===== src/rtl/scanline_scanout.sv =====
// Raster scan-out from ping-pong line buffers: counters, 2-stage
// pipeline to pixel/de/hsync/vsync, alternating even/odd VRAM reads.
module scanline_scanout #(
  parameter int   H_PIXELS      = 800,
  parameter int   H_FRONT_PORCH = 48,
  parameter int   H_SYNC        = 32,
  parameter int   H_BACK_PORCH  = 80,
  parameter int   V_PIXELS      = 600,
  parameter int   V_FRONT_PORCH = 3,
  parameter int   V_SYNC        = 4,
  parameter int   V_BACK_PORCH  = 11,
  parameter logic HSYNC_ACTIVE  = 1'b1,
  parameter logic VSYNC_ACTIVE  = 1'b0
) (
  input  logic       clk,
  input  logic       rst_n,
  output logic [9:0] vram_even_addr,
  input  logic [7:0] vram_even_q,
  output logic [9:0] vram_odd_addr,
  input  logic [7:0] vram_odd_q,
  output logic [7:0] pixel,
  output logic       de,
  output logic       hsync,
  output logic       vsync,
  output logic       frame_start
);

  localparam int H_TOTAL = H_PIXELS + H_FRONT_PORCH
                         + H_SYNC + H_BACK_PORCH;
  localparam int V_TOTAL = V_PIXELS + V_FRONT_PORCH
                         + V_SYNC + V_BACK_PORCH;
  localparam int HC = $clog2(H_TOTAL);
  localparam int HW = (HC > 10) ? HC : 10;
  localparam int VW = $clog2(V_TOTAL);

  localparam logic [HW-1:0] H_ACT  = HW'(H_PIXELS);
  localparam logic [HW-1:0] HS_BEG = HW'(H_PIXELS + H_FRONT_PORCH);
  localparam logic [HW-1:0] HS_END = HW'(H_PIXELS + H_FRONT_PORCH
                                        + H_SYNC);
  localparam logic [HW-1:0] H_LAST = HW'(H_TOTAL - 1);
  localparam logic [VW-1:0] V_ACT  = VW'(V_PIXELS);
  localparam logic [VW-1:0] VS_BEG = VW'(V_PIXELS + V_FRONT_PORCH);
  localparam logic [VW-1:0] VS_END = VW'(V_PIXELS + V_FRONT_PORCH
                                        + V_SYNC);
  localparam logic [VW-1:0] V_LAST = VW'(V_TOTAL - 1);

  logic [HW-1:0] h;
  logic [VW-1:0] v;
  logic          read_sel;

  logic h_wrap, v_wrap, h_act;
  logic de0, hs0, vs0, fs0;
  logic de1, hs1, vs1, fs1, sel1;

  assign h_wrap = (h == H_LAST);
  assign v_wrap = (v == V_LAST);

  // Renderer writes even at v=0, so scan-out starts on odd
  always_ff @(posedge clk) begin
    if (!rst_n) begin
      h        <= '0;
      v        <= '0;
      read_sel <= 1'b0;
    end else if (h_wrap) begin
      h <= '0;
      if (v_wrap) begin
        v        <= '0;
        read_sel <= 1'b0;
      end else begin
        v        <= v + 1'b1;
        read_sel <= ~read_sel;
      end
    end else begin
      h <= h + 1'b1;
    end
  end

  assign h_act = (h < H_ACT);
  assign de0   = h_act && (v < V_ACT);
  assign hs0   = (h >= HS_BEG) && (h < HS_END);
  assign vs0   = (v >= VS_BEG) && (v < VS_END);
  assign fs0   = (h == '0) && (v == '0);

  assign vram_even_addr = h_act ? h[9:0] : 10'd0;
  assign vram_odd_addr  = h_act ? h[9:0] : 10'd0;

  always_ff @(posedge clk) begin
    if (!rst_n) begin
      de1         <= 1'b0;
      hs1         <= 1'b0;
      vs1         <= 1'b0;
      fs1         <= 1'b0;
      sel1        <= 1'b0;
      pixel       <= 8'h00;
      de          <= 1'b0;
      hsync       <= ~HSYNC_ACTIVE;
      vsync       <= ~VSYNC_ACTIVE;
      frame_start <= 1'b0;
    end else begin
      de1         <= de0;
      hs1         <= hs0;
      vs1         <= vs0;
      fs1         <= fs0;
      sel1        <= read_sel;
      pixel       <= de1 ? (sel1 ? vram_even_q : vram_odd_q)
                         : 8'h00;
      de          <= de1;
      hsync       <= hs1 ? HSYNC_ACTIVE : ~HSYNC_ACTIVE;
      vsync       <= vs1 ? VSYNC_ACTIVE : ~VSYNC_ACTIVE;
      frame_start <= fs1;
    end
  end

endmodule


===== config.mk =====
export PLATFORM = sky130hd
export DESIGN_NAME = scanline_scanout
export DESIGN_NICKNAME = d
export VERILOG_FILES = /design/src/rtl/scanline_scanout.sv
export SDC_FILE = /design/constraint.sdc
export NUM_CORES = 1
export LEC_CHECK = 0
export CORE_ASPECT_RATIO = 0.6
export CORE_MARGIN = 4
export CORE_UTILIZATION = 30
export CTS_CLUSTER_SIZE = 28
export DETAILED_ROUTE_END_ITERATION = 8
export PLACE_DENSITY_LB_ADDON = 0.05
export RECOVER_POWER = 100
export SYNTH_ARGS = -nofsm -noshare
export SYNTH_HDL_FRONTEND = slang
export SYNTH_SLANG_ARGS = --single-unit

===== constraint.sdc =====
create_clock -name clk -period 2.4 [get_ports clk]
set_input_delay 0.48 -clock clk [delete_from_list [all_inputs] [get_ports clk]]
set_output_delay 0.48 -clock clk [all_outputs]
set_load 0.03 [all_outputs]

# ---- After elaboration in Yosys (flattened, before gate mapping)
# Index checks and enable logic that the tools add are counted.
dict set report classes {
  n_div 0
  magnitude_cmp 6
  n_eq_ne 2
  mul 0
  n_shift 0
  n_reduce_logical 8
  muxes 6
  add_sub_neg 2
  bitwise_logic 2
}
# operator count
set op_table {}
lappend op_table {{10-bit less-than comparator, second input constant} 4}
lappend op_table {{10-bit by 1-bit adder with 10-bit output, second input constant} 2}
lappend op_table {{10-bit == test, second input constant} 2}
lappend op_table {{10-bit greater-or-equal comparator, second input constant} 2}
lappend op_table {{10-bit logical NOT} 2}
lappend op_table {{10-bit two-way mux} 2}
lappend op_table {{8-bit two-way mux} 1}
lappend op_table {{1-bit logical AND} 4}
lappend op_table {{1-bit two-way mux} 3}
lappend op_table {{1-bit NOT} 2}
lappend op_table {{2-bit AND reduction} 1}
lappend op_table {{2-bit OR reduction} 1}
dict set report word_totals {
  reg_bits 38
  latchBits 0
  word_cells 39
  romBits 0
  memories 0
  ramBits 0
}

# ---- Longest topological paths before layout
dict set report depth {
  word_depth 2
  mapped_depth 6
  depth_no_buf 6
}

# ---- Worst setup path after synthesis
# No wires, ideal clock.
dict set report synth_timing {
  kind {register -> output}
  from {register h[6]}
  to {output vram_odd_addr[4]}
  arrival_ps 1342
  setup_slack_ps 578
  path_buffers 1
  stages_incl_launch_ff 5
  path_cell_list {dfxtp_1 -> nor3_1 -> or2_0 -> and2_1 -> buf_4}
}
dict set report synth_between {
  elab_chain_cells 2
}
# element line_no
set synth_lines {}
lappend synth_lines {{start: declaration} 47} ;# logic [HW-1:0] h;
lappend synth_lines {{start signal: assignment} 74} ;# h <= h + 1'b1;
lappend synth_lines {{10-bit less-than comparator} 78} ;# assign h_act = (h < H_ACT);
lappend synth_lines {{10-bit two-way mux} n/a}
lappend synth_lines {{end: declaration} 19} ;# output logic [9:0] vram_odd_addr,
# No other way between the ends.

# ---- Worst setup path after layout
dict set report layout_timing {
  from {register h[6]}
  to {output vram_odd_addr[6]}
}
dict set report layout_between {
  elab_chain_cells 2
}
# element line_no
set layout_lines {}
lappend layout_lines {{10-bit less-than comparator} 78}
lappend layout_lines {{10-bit two-way mux *} 85} ;# assign vram_odd_addr = h_act ? h[9:0] : 10'd0;
# Every way passes the cells marked *; elsewhere a longest branch is shown, timed or not.

==> summary.md <==
| Metric | Value |
|---|---|
| Hpwl dp | 3441 um |
| Met2 WL post-DR | between 1500 and 2000 um |
| Tmin final | roughly 2200 ps |
| Fmax | 447.4 MHz |
| Rows | 21 |
| Hold_buf cts | 0 |
| Required time worst endpoint | ~1900 ps |
| PwrDens | between 600 and 700 mW/mm^2 |
| Die width | approximately 110 um |
| Resize count post-CTS | 15 |
| Core area | 0.005597 sq mm |
| Share of cells above drive strength 1 | 6.173% |
| Post-Route M1 WL | between 2000 and 2500 um |
| Starting Density | 31.19% |
| Sequential area share after synthesis | 43.58% |
| Outcome | finished clean |
| Worst Hold Path Cells | 1 |
| VDD IR max | roughly 0.21 mV |
| Met3 wire length | between 400 and 500 um |
| Pre-CTS WS | between 100 and 150 ps |
| Slew @ Worst Pin | 592.9 ps |
| Final Max Tran Viols | 0 |
| Final Util | 42.97% |
| Crit end category | output pin |
| Vias | 1490 |
| GRT Total Usage | between 10% and 20% |
| Critical Path AT | about 1800 ps |
| Top delay family on crit path | buffers and inverters |
| Ant. Diodes | 0 |
| R2R Path Start | h[6]$_SDFF_PP0_ |
| PortBufs | around 50 |
| Vias per inst | 4.613 |
| Syn_area_per_cell | 9.044 sq um |
| Top cells by area, synth | dfxtp_1 (44%), and2_1 (5.0%), buf_4 (4.7%) |
| Leak | between 0.0009 and 0.001 uW |
| CP bufs+invs | 2 |
| Area leader, netlist | dfxtp_1 |
| Wire length of the first global-routing pass | roughly 7000 um |
| Period utilisation layout | 93.13% |
| DIE AREA | slightly above 0.007 sq mm |
| Mapped Cells | about 190 |
| Slew HR | between 50 and 60% |
| Worst Path Max Fanout | 6 |
| Number of H-tree levels | 2 |
| Worst-path cell chain | clkbuf_1, and2_0, clkdlybuf4s50_1 |
| Clock Skew | between 4 and 5 ps |
| Die Ht | about 67 um |
| Vias in the first global route | about 1400 |
| R2R setup slack | 250 ps |
| Remaining routing DRC violations | 0 |
| Routed WL per cell | about 14 um |
| HP Class | flop to flop |
| Clock Tree Root | clkbuf_8 |
| Top sig layer | met4 |
| TritonCTS Sinks | 38 |
| Worst-Skew Late Latency | between 200 and 300 ps |
| Worst-case reg-to-reg path depth | 5 |
| Total CTS buffers | 5 |
| CP startpoint kind | flop |
| Ports | 50 |
| Yosys reg bits | 38 |
| Overflow after GRT | 0 |
| Setup Viol. Count Final | 0 |
| Nets | roughly 270 |
| WS Path Type | flop to output pin |
| TNS Setup | 0 ps |
| RSZ-0062 raised after global routing | no |
| Total wire length | 4385 um |
| Maximum root-to-sink buffer count | 2 |
| Worst r2r dst | v[5]$_SDFFE_PN0N_ |
| Endpoints failing hold | 0 |
| Final Cell Area | 0.002405 sq mm |
| CTS tree | built |
| Cell Area, Placed | between 0.002 and 0.0025 sq mm |
| First-pass DRT Iterations | 4 |
| Largest net degree at the start of global routing | 14 |
| Routability cong. | 0.7507 |
| HP Start | vs1$_SDFF_PN0_ |
| Sink of the worst hold path | vsync$_SDFF_PN1_ |
| Synth cell types | 35 |
| CTS clk-pin slew, worst paths | around 80 ps |
| Initial drt markers | just under 80 |
| # Post-CTS Setup Buffers | 0 |
| Final WS setup | roughly 160 ps |
| Fill cells | between 500 and 600 |
| Syn Nets | 216 |
| Cell Area, Synth | 0.001745 sq mm |
| Ys Warns | 0 |
| Number of routed nets with antenna violations | 0 |
| CP max stage cell | clkdlybuf4s50_1 |
| Initial antenna violation count | 0 |
| Max_cap viols | 0 |
| Largest stage delay, worst path | 700 ps |
| Top cell type's share of synthesized area | a little over two fifths |
| Area grow syn2layout | 37.78% |
-- worst register-to-register path, delay by kind of cell (launching register included) --
family,cells,cell delay (ps)
AND/OR/NAND/NOR,3,1430
buffers and inverters,1,160
AO/OA/AOI/OAI,1,170
flip-flops,1,310
-- logic make-up after synthesis --
family,after synthesis,synth area share [%]
AO/OA/AOI/OAI,17,5.878
XOR/XNOR,12,6.021
adder cells (fa/ha/maj),5,3.584
buffers and inverters,24,7.670
flip-flops,38,43.58
multiplexers,8,4.588
AND/OR/NAND/NOR,89,28.67
-- per-layer routing --
layer	vias to the layer above	global-route usage [%]
met1	685	16.32
met3	5	5.034
met4	0	4.306
met5	-	0
met2	46	19.16
li1	754	-
-- through the flow --
step                      power (uW)  hold slack (ps)  cells
after floorplan                734.9            343.4    193
after global placement         807.2            349.9    315
after detailed placement       808.1            371.7    315
after CTS                       1476            386.2    323
after global routing            1505            400.0    323
final                           1452            381.7    323
-- layout make-up --
cell class	count	area (sq um)	area share, %
sequential	38	760.7	31.63
clock buffer	6	82.58	3.434
tap	80	100.1	4.162
timing repair buffer	58	529.3	22.01
multi-input combinational	131	842.1	35.02
inverter	8	30.03	1.249
clock inverter	2	60.06	2.497
-- cells in the mapped netlist --
master and number:
xor2_1 8, and3_1 5, nor4_1 2, nand3b_1 2, buf_4 11, or3_1 2
o2bb2ai_1 1, dfxtp_1 38, nor3_1 3, clkbuf_1 3, nand4_1 2, clkbuf_2 1
mux2i_1 8, o21ai_1 1, or2_0 1, xnor2_1 4, and4_1 4, o21ai_0 4
nor2_1 21, nand2_1 12, or4_1 3, nor4b_1 3, nand3_1 11, buf_2 1
o31ai_1 4, ha_1 5, and2_1 14, or3_4 1, a211oi_1 1, or4_4 1
nand4_2 1, inv_1 8, o22ai_1 1, a21oi_1 5, nor4bb_1 1
-- layout by cell type, fill, tap and decap left out --
master and count:
a211oi_1 1, a21oi_1 5, and2_0 8, and2_1 6, and3_1 5, and4_1 4
buf_4 6, bufinv_16 2, clkbuf_1 3, clkbuf_8 6, clkdlybuf4s50_1 18, dfxtp_1 38
dlygate4sd2_1 14, dlygate4sd3_1 17, ha_1 5, inv_1 8, mux2i_1 8, nand2_1 12
nand3_1 11, nand3b_1 2, nand4_1 2, nand4_2 1, nor2_1 21, nor3_1 3
nor4_1 2, nor4b_1 3, nor4bb_1 1, o21ai_0 5, o22ai_1 1, o2bb2ai_1 1
o31ai_1 4, or2_1 1, or3_1 3, or4_1 4, xnor2_1 4, xor2_1 8
-- report_power, final --
group | total (uW) | leakage, uW | internal (uW) | switching [uW]
logic | 131 | 0.000599 | 59.8 | 70.7
clock network | 671 | 0.0000714 | 443 | 228
registers | 650 | 0.000309 | 644 | 6.27
total | 1450 | 0.000980 | 1150 | 305
-- sequential cells by signal, summed over array words and instances (netlist names) --
name / count
de: 1
hsync: 1
fs1: 1
vs1: 1
sel1: 1
de1: 1
vsync: 1
pixel: 8
v: 10
frame_start: 1
h: 10
hs1: 1
read_sel: 1
-- worst max-delay path by stage --
stage                   endpoint            start  slack, ps  cells after the start
2_1_floorplan   vram_odd_addr[4]  h[6]$_SDFF_PP0_        580                      4
3_3_place_gp    vram_odd_addr[9]  h[6]$_SDFF_PP0_        180                      4
3_5_place_dp   vram_even_addr[4]  h[6]$_SDFF_PP0_        120                      4
4_1_cts        vram_even_addr[4]  h[9]$_SDFF_PP0_        150                      4
5_1_grt        vram_even_addr[4]  h[7]$_SDFF_PP0_         20                      4
6_report        vram_odd_addr[6]  h[6]$_SDFF_PP0_        160                      3
Note: power is estimated with default switching activity, not from simulation.
